**src/rtl/c1541_pkg.sv**
```systemverilog
// rtl/c1541_pkg.sv - shared types and constants for the c1541 SD arbiter
package c1541_pkg;

  localparam int LBA_W = 32;

  typedef enum logic [1:0] {
    ST_IDLE,
    ST_REQ,
    ST_XFER,
    ST_DONE
  } state_t;

  // Successor of index i in a ring of n entries.
  function automatic int unsigned ring_next(int unsigned i, int unsigned n);
    return (i + 1 >= n) ? 0 : i + 1;
  endfunction

endpackage

```
**src/rtl/c1541_rr_pick.sv**
```systemverilog
// rtl/c1541_rr_pick.sv - combinational round-robin picker starting at ptr
module c1541_rr_pick
  import c1541_pkg::*;
#(
  parameter int NDRIVES = 4,
  parameter int IDXW    = 2
) (
  input  logic [NDRIVES-1:0] pending,
  input  logic [IDXW-1:0]    ptr,
  output logic               hit,
  output logic [IDXW-1:0]    idx
);

  int unsigned cand;

  // Walk the ring from ptr and take the first pending drive.
  always_comb begin
    cand = 32'(ptr);
    hit  = 1'b0;
    idx  = '0;
    for (int k = 0; k < NDRIVES; k++) begin
      if (!hit && cand < 32'(NDRIVES) && pending[cand[IDXW-1:0]]) begin
        hit = 1'b1;
        idx = cand[IDXW-1:0];
      end
      cand = ring_next(cand, 32'(NDRIVES));
    end
  end

endmodule

```
**src/rtl/c1541_sd_arbiter.sv**
```systemverilog
// rtl/c1541_sd_arbiter.sv - round-robin sharing of one host SD block port among drives
module c1541_sd_arbiter
  import c1541_pkg::*;
#(
  parameter int NDRIVES = 4,
  parameter int IDXW    = 2
) (
  input  logic                     clk_sys,
  input  logic                     reset,
  input  logic [LBA_W*NDRIVES-1:0] drv_lba,
  input  logic [NDRIVES-1:0]       drv_rd,
  input  logic [NDRIVES-1:0]       drv_wr,
  output logic [NDRIVES-1:0]       drv_ack,
  input  logic [8*NDRIVES-1:0]     drv_buff_din,
  output logic [NDRIVES-1:0]       drv_buff_wr,
  output logic [LBA_W-1:0]         sd_lba,
  output logic                     sd_rd,
  output logic                     sd_wr,
  input  logic                     sd_ack,
  output logic [7:0]               sd_buff_din,
  input  logic                     sd_buff_wr,
  output logic [NDRIVES-1:0]       grant
);

  localparam logic [NDRIVES-1:0] GRANT_LSB = {{(NDRIVES-1){1'b0}}, 1'b1};

  state_t            state;
  state_t            state_nx;
  logic [IDXW-1:0]   ptr;
  logic [IDXW-1:0]   idx;
  logic [IDXW-1:0]   pick_idx;
  logic              pick_hit;
  logic              op_wr;
  logic              req_held;
  logic [NDRIVES-1:0] pending;
  logic [LBA_W-1:0]  lba_arr [NDRIVES];
  logic [7:0]        din_arr [NDRIVES];

  assign pending  = drv_rd | drv_wr;
  assign req_held = pending[idx];

  // Unpack the per-drive LBA and write-data buses into arrays.
  always_comb begin
    for (int i = 0; i < NDRIVES; i++) begin
      lba_arr[i] = drv_lba[LBA_W*i +: LBA_W];
      din_arr[i] = drv_buff_din[8*i +: 8];
    end
  end

  c1541_rr_pick #(
    .NDRIVES (NDRIVES),
    .IDXW    (IDXW)
  ) u_pick (
    .pending (pending),
    .ptr     (ptr),
    .hit     (pick_hit),
    .idx     (pick_idx)
  );

  // State register.
  always_ff @(posedge clk_sys or posedge reset) begin
    if (reset) state <= ST_IDLE;
    else       state <= state_nx;
  end

  // Next state: ack takes priority over a withdrawn request in REQ.
  always_comb begin
    state_nx = state;
    case (state)
      ST_IDLE: if (pick_hit) state_nx = ST_REQ;
      ST_REQ: begin
        if (sd_ack)         state_nx = ST_XFER;
        else if (!req_held) state_nx = ST_IDLE;
      end
      ST_XFER: if (!sd_ack) state_nx = ST_DONE;
      ST_DONE: state_nx = ST_IDLE;
      default: state_nx = ST_IDLE;
    endcase
  end

  // Grant, latched request and host-side request lines.
  always_ff @(posedge clk_sys or posedge reset) begin
    if (reset) begin
      ptr    <= '0;
      idx    <= '0;
      op_wr  <= 1'b0;
      sd_lba <= '0;
      sd_rd  <= 1'b0;
      sd_wr  <= 1'b0;
      grant  <= '0;
    end else begin
      case (state)
        ST_IDLE: begin
          if (pick_hit) begin
            idx    <= pick_idx;
            sd_lba <= lba_arr[pick_idx];
            op_wr  <= drv_wr[pick_idx];
            grant  <= GRANT_LSB << pick_idx;
          end
        end
        ST_REQ: begin
          if (sd_ack || !req_held) begin
            sd_rd <= 1'b0;
            sd_wr <= 1'b0;
            if (!sd_ack) grant <= '0;
          end else begin
            sd_rd <= !op_wr;
            sd_wr <= op_wr;
          end
        end
        ST_XFER: begin
          if (!sd_ack) grant <= '0;
        end
        ST_DONE: begin
          ptr <= IDXW'(ring_next(32'(idx), 32'(NDRIVES)));
        end
        default: ;
      endcase
    end
  end

  // Route host ack/strobe to the owner only; byte strobes count only in XFER.
  always_comb begin
    drv_ack     = sd_ack ? grant : '0;
    drv_buff_wr = (sd_buff_wr && state == ST_XFER) ? grant : '0;
    sd_buff_din = (grant != '0) ? din_arr[idx] : 8'h00;
  end

endmodule

```
**config.mk**
```make
export PLATFORM = sky130hd
export DESIGN_NAME = c1541_sd_arbiter
export DESIGN_NICKNAME = d
export VERILOG_FILES = /design/src/rtl/c1541_pkg.sv /design/src/rtl/c1541_rr_pick.sv /design/src/rtl/c1541_sd_arbiter.sv
export SDC_FILE = /design/constraint.sdc
export NUM_CORES = 1
export LEC_CHECK = 0
export BUFFER_PORTS_ARGS = -buffer_cell sky130_fd_sc_hd__buf_2
export CORE_MARGIN = 10
export CORE_UTILIZATION = 43
export CTS_CLUSTER_DIAMETER = 80
export DETAILED_ROUTE_END_ITERATION = 12
export HOLD_SLACK_MARGIN = 0.05
export PLACE_DENSITY = 0.88
export SYNTH_ARGS = -nofsm -noshare
export SYNTH_HDL_FRONTEND = slang
export SYNTH_HIERARCHICAL = 1
export SYNTH_SLANG_ARGS = --single-unit
```
**constraint.sdc**
```tcl
create_clock -name clk_sys -period 4.4 [get_ports clk_sys]
set_input_delay 0.22 -clock clk_sys [delete_from_list [all_inputs] [get_ports clk_sys]]
set_output_delay 0.22 -clock clk_sys [all_outputs]
set_load 0.005 [all_outputs]
```
# Word level (Yosys, flattened, before mapping)
# Index checks and enable logic that the tools add are counted.
# totals
output_inout_bits	54
regBits	45
elab_cells	100
input_bits	172
# classes
muxes	43
n_reduce_logical	19
eq_ne	7
n_bitwise	3
addsub	4
order_cmp	15
n_shift	1
# ops
op	count
two-way mux 32 bit	5
greater-or-equal comparator 32 x 3 -> 1 bit (second input constant)	3
< comparator 32 x 3 -> 1 bit (second input constant)	3
adder 32 x 1 -> 32 bit (second input constant)	2
binary-select mux 32 bit (select 2 bit)	1
two-way mux 8 bit	3
< comparator 2 x 3 -> 1 bit (second input constant)	6
two-way mux 2 bit	9
binary-select mux 8 bit (select 2 bit)	1
two-way mux 4 bit	4
binary-select mux 1 bit (select 2 bit)	6
two-way mux 1 bit	12
case mux 4 bit (3 select lines)	1
greater-or-equal comparator 3 bit (second input constant)	3
case mux 2 bit (4 select lines)	1
logical AND 1 bit	7
adder 2 x 1 -> 3 bit (second input constant)	2
inequality test 2 bit (second input constant)	3
NOT 2 -> 3 bit	2
AND reduction 3 bit	2
zero test 1 bit	5
equality test 2 bit (second input constant)	2
bitwise OR 4 bit	1
nonzero test 4 bit	1
7 further kinds	7

# Longest topological paths before layout
# Gate-level depths: netlist of run 1.
# logic_depth
word_depth	20
mapped_depth	13
depth_no_buf	10

# By module
# Netlist of run 1, hierarchy kept.
# modules_own_cells
module	area_per_inst_um2	cells_each	n_inst	seq_area_each_um2
c1541_sd_arbiter	2990.4	202	1	1126.1
c1541_rr_pick	420.4	50	1	0.0

# Worst setup path before layout of run 1
# No wires, ideal clock.
# synth_timing
path_type	reg2reg
startpoint	register ptr[0]
endpoint	register sd_lba[0]
synth_period_minus_slack_ps	3546
setup_ps	125
arrival_time_ps	3422
t_required_ps	4275
slack_ps	854
stages_incl_launch_ff	13
path_cell_list	dfrtp_1 -> buf_6 -> inv_1 -> ha_1 -> clkbuf_1 -> mux2_2 -> mux2i_1 -> or4b_1 -> o221ai_2 -> buf_4 -> buf_6 -> mux4_2 -> mux2_2
# synth_between
elab_chain_len	19
# synth_lines
item	line	text
start, declared	c1541_sd_arbiter.sv:29	logic [IDXW-1:0] ptr;
start signal, assigned	c1541_sd_arbiter.sv:115	ptr <= IDXW'(ring_next(32'(idx), 32'(NDRIVES)));
branches (longest 14 deep; another with greater-or-equal comparator 32 x 3 -> 1 bit)	n/a	
two-way mux 2 bit (*)	c1541_rr_pick.sv:22	if (!hit && cand < 32'(NDRIVES) && pending[cand[IDXW-1:0]]) begin
net pick_idx[0]	c1541_sd_arbiter.sv:31	logic [IDXW-1:0] pick_idx;
NOT 2 -> 3 bit (implied by the code) (*)	c1541_sd_arbiter.sv:96	sd_lba <= lba_arr[pick_idx];
binary-select mux 32 bit (select 2 bit) (*)	c1541_sd_arbiter.sv:96	
two-way mux 32 bit (implied by the code) (*) (2 in series)	c1541_sd_arbiter.sv:96	
end signal, assigned	c1541_sd_arbiter.sv:96	
end, declared	c1541_sd_arbiter.sv:16	output logic [LBA_W-1:0] sd_lba,
# Mark *: on every way through the listed nets, which the timed path passes. The select of a mux whose other input is x is not followed.
# A chain may end at the register's enable or synchronous reset.

# Final worst setup path of run 1
# layout_timing
startpoint	register ptr[0]
endpoint	register sd_lba[16]
# Same word-level chain as after synthesis.

==> results of run 1 <==
## layout make-up
class,count,area (um^2)
well taps,102,128
flip-flops and latches,45,1130
multi-input cells,181,2160
clock buffers,6,82.6
clock inverters,1,7.51
fillers,636,3000
inverters,10,37.5
repair buffers,231,1180
## worst min path at each step
stage                      start         to  slack, ns  cells past startpoint
after floorplan           sd_ack       flop       0.39                      2
after global placement     op_wr      sd_rd       0.47                      1
after detailed placement   reset  sd_lba[7]       0.49                      2
after CTS                  reset  sd_lba[7]       0.16                      2
after global routing       reset  sd_lba[5]       0.21                      2
final                      reset  sd_lba[7]       0.13                      2
## logic make-up after synthesis
| logic type | count (synthesis) |
|---|---|
| compound gates | 28 |
| fa+ha+maj | 11 |
| buf+inv | 26 |
| flops | 45 |
| mux | 88 |
| simple gates | 54 |
## report_power, final
part	total (mW)	leakage (nW)	internal (mW)	switching, mW
registers	0.813	0.538	0.631	0.182
clock network	0.266	0.0433	0.124	0.142
logic	2.37	1.71	1.35	1.01
total	3.44	2.29	2.11	1.34
## layout by cell type, fill, tap and decap left out, types with 5 or more instances in the layout
cell type | synthesis | layout
o21ai_0 | 5 | 5
buf_4 | 1 | 5
buf_2 | 3 | 225
nand2_1 | 7 | 7
clkbuf_8 | 0 | 6
nor2_1 | 8 | 8
mux2_2 | 41 | 41
mux2i_1 | 6 | 6
inv_1 | 10 | 9
mux4_2 | 41 | 41
nor2b_1 | 10 | 10
ha_1 | 11 | 11
dfrtp_1 | 45 | 45
## registers in the layout, summed over array words and instances (netlist names), named ones only
name	count
sd_wr	1
grant	4
op_wr	1
sd_rd	1
state	1
sd_lba	32
ptr	2
idx	2
## cells in the mapped netlist (all sizes together), types with 4 or more instances
cell / instances / area, um^2
mux2i: 6 / 60.1
and2: 4 / 25.0
nor2: 9 / 36.3
or2: 4 / 25.0
buf: 10 / 75.1
dfrtp: 45 / 1130
clkbuf: 6 / 22.5
and3: 4 / 25.0
o211ai: 4 / 35.0
mux2: 41 / 462
nand2: 7 / 26.3
o21ai: 5 / 25.0
mux4: 41 / 923
ha: 11 / 138
nor2b: 10 / 62.6
inv: 10 / 37.5
## metrics by stage
step           setup slack [ns]  power [mW]   util  instances  cell area (um^2)
2_1_floorplan             0.854        2.58      -        252              3410
4_1_cts                   0.579        3.49  0.612        576              4730
6_report                  0.616        3.44  0.612        576              4730
5_1_grt                   0.334        3.71  0.612        576              4730
3_3_place_gp              0.720        3.11  0.600        569              4640
3_5_place_dp              0.612        3.22  0.600        569              4640
## layer usage
layer | wire [um] | global-route usage | part of all wire
met3 | 1560 | 0.0914 | 0.13
met5 | 0 | 0 | 0
met4 | 221 | 0.0490 | 0.018
met2 | 6330 | 0.359 | 0.53
met1 | 3860 | 0.192 | 0.32
==> impl_metrics.json, run 1 <==
{
  "io_buffers": 225,
  "cp_top_family": "multiplexers",
  "finalHoldViolCount": 0,
  "drt_pre_antenna_iters": 4,
  "drv_cap": 0,
  "crit_path_end": "sd_lba[16]",
  "min_period_over_period": 0.860,
  "clk_path_buf_depth": 2,
  "cp_cell_sequence": "inv_1, ha_1, mux2_2, mux2i_1, or4b_1, o221ai_4, buf_4, mux4_2, mux2_2",
  "die_y_um": 109,
  "leakagePower_nw": 2.29,
  "dp_hpwl_um": 10300,
  "skew_ns": 0.00754,
  "start_util": 0.441,
  "worst_slew_pin_slew_ns": 0.936,
  "synth_top_family_by_area": "multiplexers",
  "drive_gt1_frac": 0.698,
  "grt_pass1_wl_um": 18400,
  "status": "finished clean",
  "syn_inst": 252,
  "synth_nets": 435,
  "antenna_found_initial": 0,
  "drt_iter0_drc": 95,
  "startpoint": "ptr[0]",
  "synthAdderAreaFrac": 0.0404,
  "hold_ws_ns": 0.131,
  "routed_wl_um": 12000,
  "htreeDepth": 2,
  "cts_root_buf": "clkbuf_8",
  "p_per_area_nw_per_um2": 729,
  "r2r_start": "ptr[0]",
  "avgSynthCellArea_um2": 13.5,
  "num_rows": 32,
  "diodes": 0,
  "crit_fanout": 21,
  "critPathLaunchType": "flop",
  "clkTransAtPathRegs_ns": 0.09,
  "slew_headroom": 0.375,
  "die_area_um2": 11900,
  "rsz0062_at_grt": "no",
  "critical_path_depth": 9,
  "cts_resized": 0,
  "reg2reg_depth": 9,
  "synth_mux_area_frac": 0.424,
  "wl_per_cell_um": 20.8,
  "cts_hold_buf": 0,
  "cp_common_cell": "mux2_2",
  "r2r_end": "sd_lba[16]",
  "async_flop_share": 1.00,
  "layout.nets": 657,
  "cpMaxStageDelayCell": "dfrtp_1",
  "core_um2": 7730,
  "overflow": 0,
  "synth-edff-count": 0,
  "slowest_delay_ns": 0.56,
  "cp.required_ns": 4.59,
  "fmax_mhz": 264,
  "via_count": 3227,
  "path_buf_inv": 2,
  "clock_sinks": 45,
  "routed_via_density": 5.60,
  "drc": 0,
  "ir_drop_v": 0.000447,
  "fin_tns_setup_ns": 0,
  "grt_max_degree": 46,
  "clock_latency_ns": 0.29,
  "synth_cell_types": 46,
  "ys_seq_elements": 45,
  "synth-seq-area-share": 0.330,
  "globalRouteTotalUtil": 0.195,
  "cp-end-kind": "flop",
  "netlist_area_um2": 3410,
  "gp_congestion": 0.881,
  "hold_class": "in -> async",
  "synth_compound_area_frac": 0.0693,
  "rrSetupSlack_ns": 0.62,
  "cts_tree": "done",
  "grt_pass1_vias": 3589,
  "synthXorXnorAreaFrac": 0,
  "io_pins": 226,
  "area_delta_synth_final_pct": 38.6,
  "synth-main-ff-cell": "dfrtp_1",
  "die_width_um": 109,
  "synth_simple_gate_area_frac": 0.0968,
  "cp.arrival_ns": 3.97,
  "finalSetupViolations": 0,
  "drtAntennaViolNets": 0,
  "cts_setup_buffers": 0,
  "fin_crit_ns": 3.78,
  "numCtsBuffers": 5,
  "ys_warn_count": 6,
  "slew_viol_final": 0,
  "path_class": "reg -> reg"
}
(Power assumes the default switching activity.)
==> run 2: changes to the inputs <==
- CELL_PAD_IN_SITES_DETAIL_PLACEMENT: default -> 1
- CELL_PAD_IN_SITES_GLOBAL_PLACEMENT: default -> 1
- CORE_UTILIZATION: 43 -> 32
- GPL_ROUTABILITY_DRIVEN: default -> 0
==> impl_metrics.json, run 2 (synthesis results as in run 1) <==
{
  "drt_pre_antenna_iters": 4,
  "routed_via_density": 5.27,
  "clkTransAtPathRegs_ns": 0.09,
  "clock_latency_ns": 0.30,
  "cp-end-kind": "flop",
  "overflow": 0,
  "reg_top3": "sd_lba: 32 flops, grant: 4 flops",
  "layout_common_cells": "225 x buf_2, 45 x dfrtp_1, 41 x mux2_2, 41 x mux4_2, 11 x ha_1",
  "min_period_over_period": 0.874,
  "fin_crit_ns": 3.85,
  "finalSetupViolations": 0,
  "slew_headroom": 0.348,
  "rrSetupSlack_ns": 0.55,
  "die_width_um": 123,
  "critPathLaunchType": "flop",
  "p_per_area_nw_per_um2": 740,
  "io_pins": 226,
  "status": "finished clean",
  "layout.nets": 657,
  "cts_resized": 0,
  "reg2reg_depth": 9,
  "num_rows": 37,
  "core_um2": 10400,
  "drtAntennaViolNets": 0,
  "power_mw": 3.54,
  "ir_drop_v": 0.000368,
  "path_class": "reg -> reg",
  "cts_root_buf": "clkbuf_8",
  "grt_pass1_vias": 3841,
  "fin_tns_setup_ns": 0,
  "hold_class": "in -> async",
  "finalHoldViolCount": 0,
  "globalRouteTotalUtil": 0.165,
  "fill_cells": 1187,
  "fmax_mhz": 260,
  "via_count": 3222,
  "crit_fanout": 18,
  "dpl-instance-area_um2": 4670,
  "diodes": 0,
  "dp_hpwl_um": 11300,
  "antenna_found_initial": 1,
  "cts_hold_buf": 0,
  "die_area_um2": 15200,
  "drv_cap": 0,
  "cts_setup_buffers": 0,
  "io_buffers": 225,
  "cp.required_ns": 4.58,
  "hold_ws_ns": 0.146,
  "regMostFlops": "sd_lba",
  "drc": 0,
  "cts_tree": "done",
  "final_cell_area_um2": 4790,
  "wl_per_cell_um": 21.7,
  "drive_gt1_frac": 0.701,
  "area_delta_synth_final_pct": 40.4,
  "htreeDepth": 2,
  "slew_viol_final": 0,
  "grt_pass1_wl_um": 20000,
  "final_common_cell": "buf_2",
  "clock_sinks": 45,
  "start_util": 0.329,
  "leakagePower_nw": 2.30,
  "routed_wl_um": 13300,
  "cp.arrival_ns": 4.03,
  "worst_slew_pin_slew_ns": 0.976,
  "clk_path_buf_depth": 2,
  "die_y_um": 123,
  "rsz0062_at_grt": "no",
  "skew_ns": 0.00879,
  "numCtsBuffers": 5,
  "grt_max_degree": 46,
  "drt_iter0_drc": 80,
  "largest_reg_flops": 32
}
==> run 2: area by class of cell <==
class,instances,area [um^2],area share
inverter,10,37.5,0.00784
timing repair buffer,231,1170,0.245
tap,136,170,0.0355
multi-input combinational,181,2160,0.452
clock buffer,6,82.6,0.0172
sequential,45,1130,0.235
clock inverter,2,37.5,0.00784
==> run 2: worst paths after layout <==
check / to / startpoint
worst max-delay path: sd_lba[12] / ptr[0]
min in group clk_sys: flop / sd_ack
worst max register to register: sd_lba[12] / ptr[0]
worst min-delay path: sd_lba[29] / reset
max in group asynchronous: sd_lba[19] / reset
worst min register to register: sd_rd / op_wr
==> run 2: report_power, final <==
part	internal [mW]	leakage, nW	switching, mW	total [mW]
clock network	0.185	0.0574	0.150	0.335
logic	1.34	1.71	1.05	2.39
registers	0.630	0.538	0.187	0.817
total	2.15	2.30	1.39	3.54
==> run 2: stage by stage <==
stage                      util  cells  setup slack (ns)
after floorplan               -    252             0.854
after global placement    0.450    603             0.726
after detailed placement  0.450    603             0.540
after CTS                 0.462    611             0.530
after global routing      0.462    611             0.309
final                     0.462    611             0.553
==> run 2: worst max-delay path, stage by stage (launching register included) <==
cell and delay (ns):
dfrtp_1 0.59, inv_1 0.16, ha_1 0.45, mux2_2 0.38
mux2i_1 0.22, or4b_1 0.51, o221ai_4 0.20, buf_4 0.38
mux4_2 0.56, mux2_2 0.28
==> run 2: metal layers <==
metal,share of wire,up-vias,track usage
met5,0.00098,-,0
met4,0.014,2,0.0444
met3,0.12,15,0.0770
met2,0.52,184,0.309
met1,0.34,1580,0.160
li1,-,1441,-
